`src/rtl/ascii_key_fifo_if.sv`:
```
`default_nettype none
// ============================================================================
//  Module  : ascii_key_fifo_if
//  Brief   : Keystroke FIFO bus: decoder write side and PicoBlaze read side.
//  Revision: 1.0 - initial release
// ============================================================================
interface ascii_key_fifo_if #(
    parameter int DATA_W = 8,
    parameter int ADDR_W = 4
);
    logic              wr_en;
    logic [DATA_W-1:0] wr_data;
    logic              interrupt_ack;
    logic              clr_overflow;
    logic [DATA_W-1:0] rd_data;
    logic              interrupt;
    logic [ADDR_W:0]   count;
    logic              full;
    logic              overflow;

    modport master (
        output wr_en, wr_data, interrupt_ack, clr_overflow,
        input  rd_data, interrupt, count, full, overflow
    );

    modport slave (
        input  wr_en, wr_data, interrupt_ack, clr_overflow,
        output rd_data, interrupt, count, full, overflow
    );
endinterface
`default_nettype wire

```
`src/rtl/ascii_key_fifo.sv`:
```
`default_nettype none
// ============================================================================
//  Module  : ascii_key_fifo
//  Brief   : DEPTH-entry keystroke FIFO driving the PicoBlaze interrupt level.
//            Define ASCII_KEY_FIFO_REPEAT_FILTER_EN for typematic suppression.
//  Revision: 1.0 - initial release
// ============================================================================
module ascii_key_fifo #(
    parameter int DATA_W      = 8,
    parameter int DEPTH       = 16,
    parameter int ADDR_W      = 4,
    parameter int HOLDOFF_CYC = 5000000
) (
    input  wire              clk,
    input  wire              Reset,
    ascii_key_fifo_if.slave  bus
);
    localparam logic [ADDR_W:0] c_DEPTH = (ADDR_W+1)'(DEPTH);
    localparam logic [ADDR_W:0] c_ONE   = (ADDR_W+1)'(1);

    if (DEPTH != (1 << ADDR_W) || DEPTH < 2 || HOLDOFF_CYC < 1) begin : g_param_check
        $error("ascii_key_fifo: DEPTH must be 2**ADDR_W, >= 2; HOLDOFF_CYC >= 1");
    end

    logic [DATA_W-1:0] r_mem [DEPTH];
    logic [ADDR_W-1:0] r_wr_ptr;
    logic [ADDR_W-1:0] r_rd_ptr;
    logic [ADDR_W:0]   r_count;
    logic              r_overflow;

    logic w_filt;
    logic w_pop;
    logic w_wr;
    logic w_drop;

    assign w_pop  = bus.interrupt_ack && (r_count != '0);
    // A pop in the same cycle frees the slot, so a full FIFO still accepts.
    assign w_wr   = bus.wr_en && !w_filt && ((r_count != c_DEPTH) || w_pop);
    assign w_drop = bus.wr_en && !w_filt && !w_wr;

`ifdef ASCII_KEY_FIFO_REPEAT_FILTER_EN
    localparam int                 c_HOLD_W = $clog2(HOLDOFF_CYC + 1);
    localparam logic [c_HOLD_W-1:0] c_HOLD  = c_HOLD_W'(HOLDOFF_CYC);

    logic [DATA_W-1:0]   r_last_code;
    logic [c_HOLD_W-1:0] r_holdoff;

    assign w_filt = bus.wr_en && (bus.wr_data == r_last_code) && (r_holdoff != '0);

    // Every wr_en, repeated or not, restarts the holdoff window.
    always_ff @(posedge clk) begin
        if (!Reset) begin
            r_last_code <= '0;
            r_holdoff   <= '0;
        end else if (bus.wr_en) begin
            r_last_code <= bus.wr_data;
            r_holdoff   <= c_HOLD;
        end else if (r_holdoff != '0) begin
            r_holdoff   <= r_holdoff - 1'b1;
        end
    end
`else
    assign w_filt = 1'b0;
`endif

    always_ff @(posedge clk) begin
        if (w_wr) begin
            r_mem[r_wr_ptr] <= bus.wr_data;
        end
    end

    always_ff @(posedge clk) begin
        if (!Reset) begin
            r_wr_ptr   <= '0;
            r_rd_ptr   <= '0;
            r_count    <= '0;
            r_overflow <= 1'b0;
        end else begin
            if (w_wr) begin
                r_wr_ptr <= r_wr_ptr + 1'b1;
            end
            if (w_pop) begin
                r_rd_ptr <= r_rd_ptr + 1'b1;
            end
            case ({w_wr, w_pop})
                2'b10:   r_count <= r_count + c_ONE;
                2'b01:   r_count <= r_count - c_ONE;
                default: r_count <= r_count;
            endcase
            if (w_drop) begin
                r_overflow <= 1'b1;
            end else if (bus.clr_overflow) begin
                r_overflow <= 1'b0;
            end
        end
    end

    assign bus.rd_data   = (r_count != '0) ? r_mem[r_rd_ptr] : '0;
    assign bus.interrupt = (r_count != '0);
    assign bus.count     = r_count;
    assign bus.full      = (r_count == c_DEPTH);
    assign bus.overflow  = r_overflow;
endmodule
`default_nettype wire

```
`src/flat_wrapper.sv`:
```
// flat-port wrapper written by rule: the top's interface ports become plain ports
module ascii_key_fifo_flat 
#(
    parameter int DATA_W      = 8,
    parameter int DEPTH       = 16,
    parameter int ADDR_W      = 4,
    parameter int HOLDOFF_CYC = 5000000
)
  (clk, Reset, bus_wr_en, bus_wr_data, bus_interrupt_ack, bus_clr_overflow, bus_rd_data, bus_interrupt, bus_count, bus_full, bus_overflow);
  ascii_key_fifo_if #(.DATA_W(DATA_W), .ADDR_W(ADDR_W)) bus_i ();
  input  wire clk;
  input  wire Reset;
  input wire logic [$bits(bus_i.wr_en)-1:0] bus_wr_en;
  input wire logic [$bits(bus_i.wr_data)-1:0] bus_wr_data;
  input wire logic [$bits(bus_i.interrupt_ack)-1:0] bus_interrupt_ack;
  input wire logic [$bits(bus_i.clr_overflow)-1:0] bus_clr_overflow;
  output wire logic [$bits(bus_i.rd_data)-1:0] bus_rd_data;
  output wire logic [$bits(bus_i.interrupt)-1:0] bus_interrupt;
  output wire logic [$bits(bus_i.count)-1:0] bus_count;
  output wire logic [$bits(bus_i.full)-1:0] bus_full;
  output wire logic [$bits(bus_i.overflow)-1:0] bus_overflow;
  assign bus_i.wr_en = bus_wr_en;
  assign bus_i.wr_data = bus_wr_data;
  assign bus_i.interrupt_ack = bus_interrupt_ack;
  assign bus_i.clr_overflow = bus_clr_overflow;
  assign bus_rd_data = bus_i.rd_data;
  assign bus_interrupt = bus_i.interrupt;
  assign bus_count = bus_i.count;
  assign bus_full = bus_i.full;
  assign bus_overflow = bus_i.overflow;
  ascii_key_fifo #(.DATA_W(DATA_W), .DEPTH(DEPTH), .ADDR_W(ADDR_W), .HOLDOFF_CYC(HOLDOFF_CYC)) u_core (.clk(clk), .Reset(Reset), .bus(bus_i));
endmodule
```
`config.mk`:
```
export PLATFORM = sky130hd
export DESIGN_NAME = ascii_key_fifo_flat
export DESIGN_NICKNAME = d
export VERILOG_FILES = /design/src/rtl/ascii_key_fifo_if.sv /design/src/rtl/ascii_key_fifo.sv /design/src/flat_wrapper.sv
export SDC_FILE = /design/constraint.sdc
export NUM_CORES = 1
export LEC_CHECK = 0
export ABC_CLOCK_PERIOD_IN_PS = 2650
export BUFFER_PORTS_ARGS = -buffer_cell sky130_fd_sc_hd__buf_2
export CORE_MARGIN = 2
export CORE_UTILIZATION = 28
export DETAILED_ROUTE_END_ITERATION = 12
export HOLD_SLACK_MARGIN = 0.15
export PLACE_DENSITY_LB_ADDON = 0.05
export SYNTH_ARGS = -nofsm -noshare
export SYNTH_HDL_FRONTEND = slang
export SYNTH_SLANG_ARGS = --single-unit
```
`constraint.sdc`:
```
create_clock -name clk -period 2.65 [get_ports clk]
set_input_delay 0.53 -clock clk [delete_from_list [all_inputs] [get_ports clk]]
set_output_delay 0.53 -clock clk [all_outputs]
set_load 0.01 [all_outputs]
```
==> results.md, run 1 <==
- Status: finished, final reports clean
- Sequential-to-total area share from yosys stat: around 70%
- Worst hold path type: primary input to flip-flop
- FF+latch area: approximately 4200 um^2
- Post-detailed-routing wire length: ~14,000 um
- Ys Warns: 0
- Total CTS buffers: 17
- Yosys top cell area share: a little under two thirds
- Mapped Nets: around 360
- Core box area: roughly 21,000 um^2
- Worst hold slack: between 400 and 500 ps
- Synth Instances: approximately 340
- Sw Pwr: roughly 0.0019 W
- Cell accounting for the most synthesized area: edfxtp_1
- DP HPWL: ~8800 um
- Initial antenna violation count: 0
- Worst-skew pair later-pin latency: slightly above 400 ps
- Root Buffer: clkbuf_16
- Setup Viol. Count Final: 0
- Post-layout min period: 2640 ps
- CP Max Fanout: 5
- Multi-input combinational cell area: 1790 um^2
- Avg Inst Size Synth: roughly 18 um^2
- Routed length per instance: 19.9 um
- CTS tree: built
- Arr. time, crit path: roughly 2100 ps
- Final Cycle Share: 99.5%
- I/O pin cnt: 29
- Std-Cell Rows: 53
- Post-layout util: between 30% and 40%
- Final Hold Viols: 0
- PwrDens: 902 nW/um^2
- Final Max Tran Viols: 0
- Vias in the first global route: about 3,400
- Most frequent cells in the layout: 128 x edfxtp_1, 32 x mux4_2, 30 x buf_4, 28 x buf_2, 21 x and2_1
- Input/output buffers: 28
- Overall routing resource usage: about an eighth
- Share of layout cells above drive strength 1: 36.4%
- Die width: between 150 and 200 um
- Slew @ Worst Pin: between 700 and 800 ps
- Max Fclk: 0.379 GHz
- P_int: approximately 0.005 W
- Post-synth cell types: 38
- Ys async rst share: 0%
- DIE HEIGHT: 151 um
- Post-route ant nets: 0
- TritonCTS Sinks: 146
- Largest net degree at the start of global routing: 25
- Required arrival time at the worst endpoint: 2120 ps
- H-Tree Depth: 4
- Worst Setup End Kind: primary output
- Placer Congestion: between 0.6 and 0.7
- CTS clk-pin slew, worst paths: ~60 ps
- Via count: 3,143
- Top_reg_cell synth: edfxtp_1
- Leakage: 2.52 nW
- Vias per cell: between 4 and 5
- Slew margin rel.: 47.6%
- Number of synthesized flops with an enable pin: 128
- Clock share of power: roughly 36%
- # nets final: about 430
- Synth-to-layout area growth: 25.9%
- Setup Skew: 8.18 ps
- WS Path Type: flip-flop to primary output
- RSZ-0062 raised after global routing: yes
- Initial core utilization: 28.6%
- Area contributors post-synth: edfxtp_1 64%, mux4_2 12%, dfxtp_1 6.0%, mux2i_1 2.5%, and2_1 2.2%
- # fillers: approximately 2,000
- Comb power frac: between 20% and 30%
- Overall power: between 0.006 and 0.007 W
- Crit path launch type: flip-flop
- Residual DRC count: 0
- #FFs+latches synth: 146
- Drt first pass iters: 5
- Clock tree buffer depth: 2
- Sw Ratio: around 28%
- DR iter-0 viols: roughly 150
- Maxcap violations: 0
- Flop pwr share: 39.2%
- First-pass GRT wire length: between 20,000 and 25,000 um
- Diode count: 0
- Most common cell after layout, fill and taps aside: edfxtp_1
- Peak supply drop: around 440 uV
- Die area: around 23,000 um^2
- Global route overflow: 0
- Synth Cell Area: roughly 6000 um^2
[flip-flops by register name (all words and copies together), names as in the netlist, named ones only]
register / cells
u_core.bus.count: 5
u_core.r_rd_ptr: 4
u_core.bus.overflow: 1
u_core.r_wr_ptr: 4
u_core.r_mem: 128
[metal layers]
layer	wire length, um	track usage [%]
met1	6320	17.1
met2	6920	22.1
met3	397	3.21
met4	134	3.64
met5	0	0
[final timing paths]
kind                                 endpoint                        startpoint  cells past startpoint  slack [ps]
max                            bus_rd_data[1]                         flip-flop                      6          10
min          u_core.bus.overflow$_SDFFE_PN0P_                  bus_clr_overflow                      4         440
max reg2reg  u_core.bus.count[4]$_SDFFE_PN0P_  u_core.bus.count[3]$_SDFFE_PN0P_                      8         210
min reg2reg  u_core.bus.overflow$_SDFFE_PN0P_  u_core.bus.overflow$_SDFFE_PN0P_                      2         530
[what timing repair did]
action | in CTS | in global routing
setup endpoints to repair | 8 | 8
pin swaps | 7 | 4
gates cloned | 3 | 0
gates resized for setup | 19 | 7
setup buffers | 5 | 2
hold buffers | 0 | 0
[cell usage after synthesis, drive strengths merged (3+ instances only)]
library cell and count:
edfxtp 128, mux4 32, and2 21, dfxtp 18, a211oi 17, mux2i 15, buf 13, nor2b 12
ha 8, inv 8, nor2 8, clkbuf 6, nand2 6, o21ai 6, nand2b 5, xnor2 4
nand3 3, nand4 3, o21a 3
[per-stage QoR]
stage / setup slack, ps / area, um^2 / std cells / TNS (ps)
CTS: -44.3 / 7520 / 691 / -152
floorplan: 174 / 6030 / 336 / 0
detailed placement: 119 / 6690 / 651 / 0
global route: -76.6 / 7590 / 693 / -425
global placement: 119 / 6690 / 651 / 0
finish: 13.7 / 7590 / 693 / 0
[cell type report]
type / count / share of cell area (%)
repair buffers: 69 / 8.08
multi-input cells: 163 / 23.7
flip-flops and latches: 146 / 55.5
well taps: 275 / 4.54
clock buffers: 20 / 5.76
clock inverters: 12 / 2.06
inverters: 8 / 0.396
[power by group through the flow]
| stage | clock network, W | logic (W) | registers, W |
|---|---|---|---|
| 2_1_floorplan | 0 | 0.000935 | 0.00271 |
| 3_3_place_gp | 0 | 0.00151 | 0.00271 |
| 3_5_place_dp | 0 | 0.00150 | 0.00272 |
| 4_1_cts | 0.00248 | 0.00173 | 0.00268 |
| 5_1_grt | 0.00259 | 0.00190 | 0.00270 |
| 6_report | 0.00243 | 0.00173 | 0.00268 |
[cell families (layout without fill, tap and decap cells)]
logic type,Yosys count,count (layout),share of synthesized area (%)
flip-flops,146,146,69.8
AND/OR/NAND/NOR,66,66,6.40
multiplexers,47,47,14.5
AO/OA/AOI/OAI,37,37,4.80
buffers and inverters,27,109,2.01
adder cells (fa/ha/maj),9,9,1.99
XOR/XNOR,4,4,0.581
[worst max-delay path: stages (launching register included)]
cell and delay, ps:
dfxtp_4 400, buf_12 140, mux4_2 490, nor2b_4 140, a211oi_4 250, a211oi_2 80, buf_2 190
Power figures use the tool's default switching activity.
==> run 2: changes to the inputs <==
--- a/config.mk
+++ b/config.mk
@@ -12,5 +12,5 @@
 export DETAILED_ROUTE_END_ITERATION = 12
 export HOLD_SLACK_MARGIN = 0.15
-export PLACE_DENSITY_LB_ADDON = 0.05
+export PLACE_DENSITY = 0.48
 export SYNTH_ARGS = -nofsm -noshare
 export SYNTH_HDL_FRONTEND = slang
==> constraint.sdc (replaced) <==
create_clock -name clk -period 2.65 [get_ports clk]
set_input_delay 0.53 -clock clk [delete_from_list [all_inputs] [get_ports clk]]
set_output_delay 0.53 -clock clk [all_outputs]
set_load 0.1 [all_outputs]
==> results.md, run 2 (synthesis gave the netlist of run 1 again) <==
- Max Fclk: 0.378 GHz (-0.47%)
- Worst Setup End Kind: primary output
- TritonCTS Sinks: 146 (unchanged)
- Core box area: 21,100 um^2 (unchanged)
- Share of layout cells above drive strength 1: 40.7% (+4.3 points)
- Die area: 22,700 um^2 (unchanged)
- Initial core utilization: 28.6% (unchanged)
- Diode count: 0 (unchanged)
- DP HPWL: 8480 um (-3.2%)
- Post-CTS Hold Fix Bufs: 0 (unchanged)
- Initial antenna violation count: 0 (unchanged)
- I/O pin cnt: 29 (unchanged)
- Setup Viol. Count Final: 0 (unchanged)
- Most common cell after layout, fill and taps aside: edfxtp_1
- Final Max Tran Viols: 0 (unchanged)
- First-pass GRT wire length: 20,600 um (-3.6%)
- Pre-CTS WS: 116 ps (-3.85 ps)
- Largest stage delay, worst path: 500 ps (about the same)
- Setup TNS Final: 0 ps (unchanged)
- DR iter-0 viols: 204 (+32%)
- Total CTS buffers: 17 (unchanged)
- Maxcap violations: 0 (unchanged)
- Max FFs per register: 128 (unchanged)
- Required arrival time at the worst endpoint: 2120 ps (about the same)
- Largest net degree at the start of global routing: 25 (unchanged)
- Clock tree buffer depth: 2 (unchanged)
- Worst-skew pair later-pin latency: 420 ps (about the same)
- CTS clk-pin slew, worst paths: 60 ps (about the same)
- Drt first pass iters: 4 (-1)
- RSZ-0062 raised after global routing: yes
- Via count: 3,147 (+0.13%)
- Worst setup margin: 1.23 ps (-12.5 ps)
- DIE HEIGHT: 151 um (unchanged)
- Slew @ Worst Pin: 764 ps (-20.6 ps)
- Most flops, register: u_core.r_mem
- # nets final: 423 (-0.94%)
- Synth-to-layout area growth: 30.1%
- Crit path launch type: flip-flop
- Crit path max-delay cell type: mux4_2
- Placer Congestion: 0.735 (+7.6%)
- Setup Skew: 7.44 ps (-0.739 ps)
- Overall routing resource usage: 12.8% (-0.36 points)
- Std-Cell Rows: 53 (unchanged)
- Critical path, cell by cell: buf_12 -> mux4_2 -> nor2b_1 -> a211oi_4 -> a211oi_4 -> buf_12
- H-Tree Depth: 4 (unchanged)
- Final Hold Viols: 0 (unchanged)
- Post-route ant nets: 0 (unchanged)
- Residual DRC count: 0 (unchanged)
- Input/output buffers: 28 (unchanged)
- Final Cycle Share: 100% (+0.47 points)
- Vias in the first global route: 3,351 (-2.1%)
- CP Max Fanout: 7 (+2)
- CP delay by family, top: multiplexers
- WS Path Type: flip-flop to primary output
- Vias per cell: 4.57 (+0.85%)
- Post-detailed-routing wire length: 13,200 um (-4.3%)
- Post-layout min period: 2650 ps (+12.5 ps)
- Most frequent cells in the layout: 128 x edfxtp_1, 32 x mux4_2, 27 x buf_4, 21 x and2_1, 20 x buf_2
- Global route overflow: 0 (unchanged)
- Routed length per instance: 19.1 um (-3.6%)
- # fillers: 1,963 (-3.3%)
- PwrDens: 1080 nW/um^2 (+20%)
- Arr. time, crit path: 2120 ps (about the same)
- Leakage: 2.56 nW (+1.6%)
- Worst hold path type: primary input to flip-flop
- Root Buffer: clkbuf_16
- Die width: 151 um (unchanged)
- Critical path buffers and inverters: 2 (unchanged)
- CTS tree: built
- Status: finished, final reports clean
- Peak supply drop: 776 uV (+77%)
- Slew margin rel.: 49.0% (+1.4 points)
## run 2: what timing repair did
action	in CTS	in global routing
resized for setup	59	5
endpoints found under the setup margin	8	8
gates cloned	3	0
pin swaps	14	2
setup buffers	5	1
## run 2: metrics by stage
step | instances | util, % | cell area, um^2 | total power, W | hold WS, ps
after detailed placement | 649 | 32.4 | 6840 | 0.00552 | 489
final | 688 | 37.2 | 7840 | 0.00846 | 448
after global placement | 649 | 32.4 | 6840 | 0.00550 | 483
after CTS | 688 | 37.2 | 7840 | 0.00852 | 435
after global routing | 688 | 37.2 | 7840 | 0.00881 | 446
after floorplan | 336 | - | 6160 | 0.00492 | 499
## run 2: final cells by class
type | instances | area (um^2) | area share [%]
clock inverter | 14 | 179 | 2.28
inverter | 8 | 33.8 | 0.431
multi-input combinational | 163 | 1960 | 25.0
tap | 275 | 344 | 4.39
timing repair buffer | 65 | 674 | 8.60
clock buffer | 17 | 425 | 5.42
sequential | 146 | 4230 | 53.9
## run 2: power by group
| group | leakage (nW) | internal [W] | switching, W |
|---|---|---|---|
| Sequential | 1.31 | 0.00261 | 0.000100 |
| Combinational | 0.962 | 0.00127 | 0.00203 |
| Clock | 0.292 | 0.00149 | 0.000951 |
## run 2: tightest hold or removal path: cells and delay by family
family,cells,cell delay (ps)
compound gates,1,50
buf+inv,2,140
simple gates,1,110
## run 2: metal layers
layer	track usage [%]	vias up	part of all wire (%)
met5	0	-	0
met4	3.22	0	0.89
met3	3.94	9	4.2
met2	21.0	62	49
met1	16.7	1623	46
li1	-	1453	-
## run 2: path summary, 6_finish.rpt
kind                                                       start                          endpoint  slack (ps)  cells after the start
worst max-delay path                                   flip-flop                    bus_rd_data[6]           1                      6
worst min-delay path                            bus_clr_overflow  u_core.bus.overflow$_SDFFE_PN0P_         450                      4
worst max register to register  u_core.bus.count[3]$_SDFFE_PN0P_  u_core.bus.count[4]$_SDFFE_PN0P_         480                      8
worst min register to register  u_core.bus.count[2]$_SDFFE_PN0P_  u_core.bus.count[2]$_SDFFE_PN0P_         500                      2
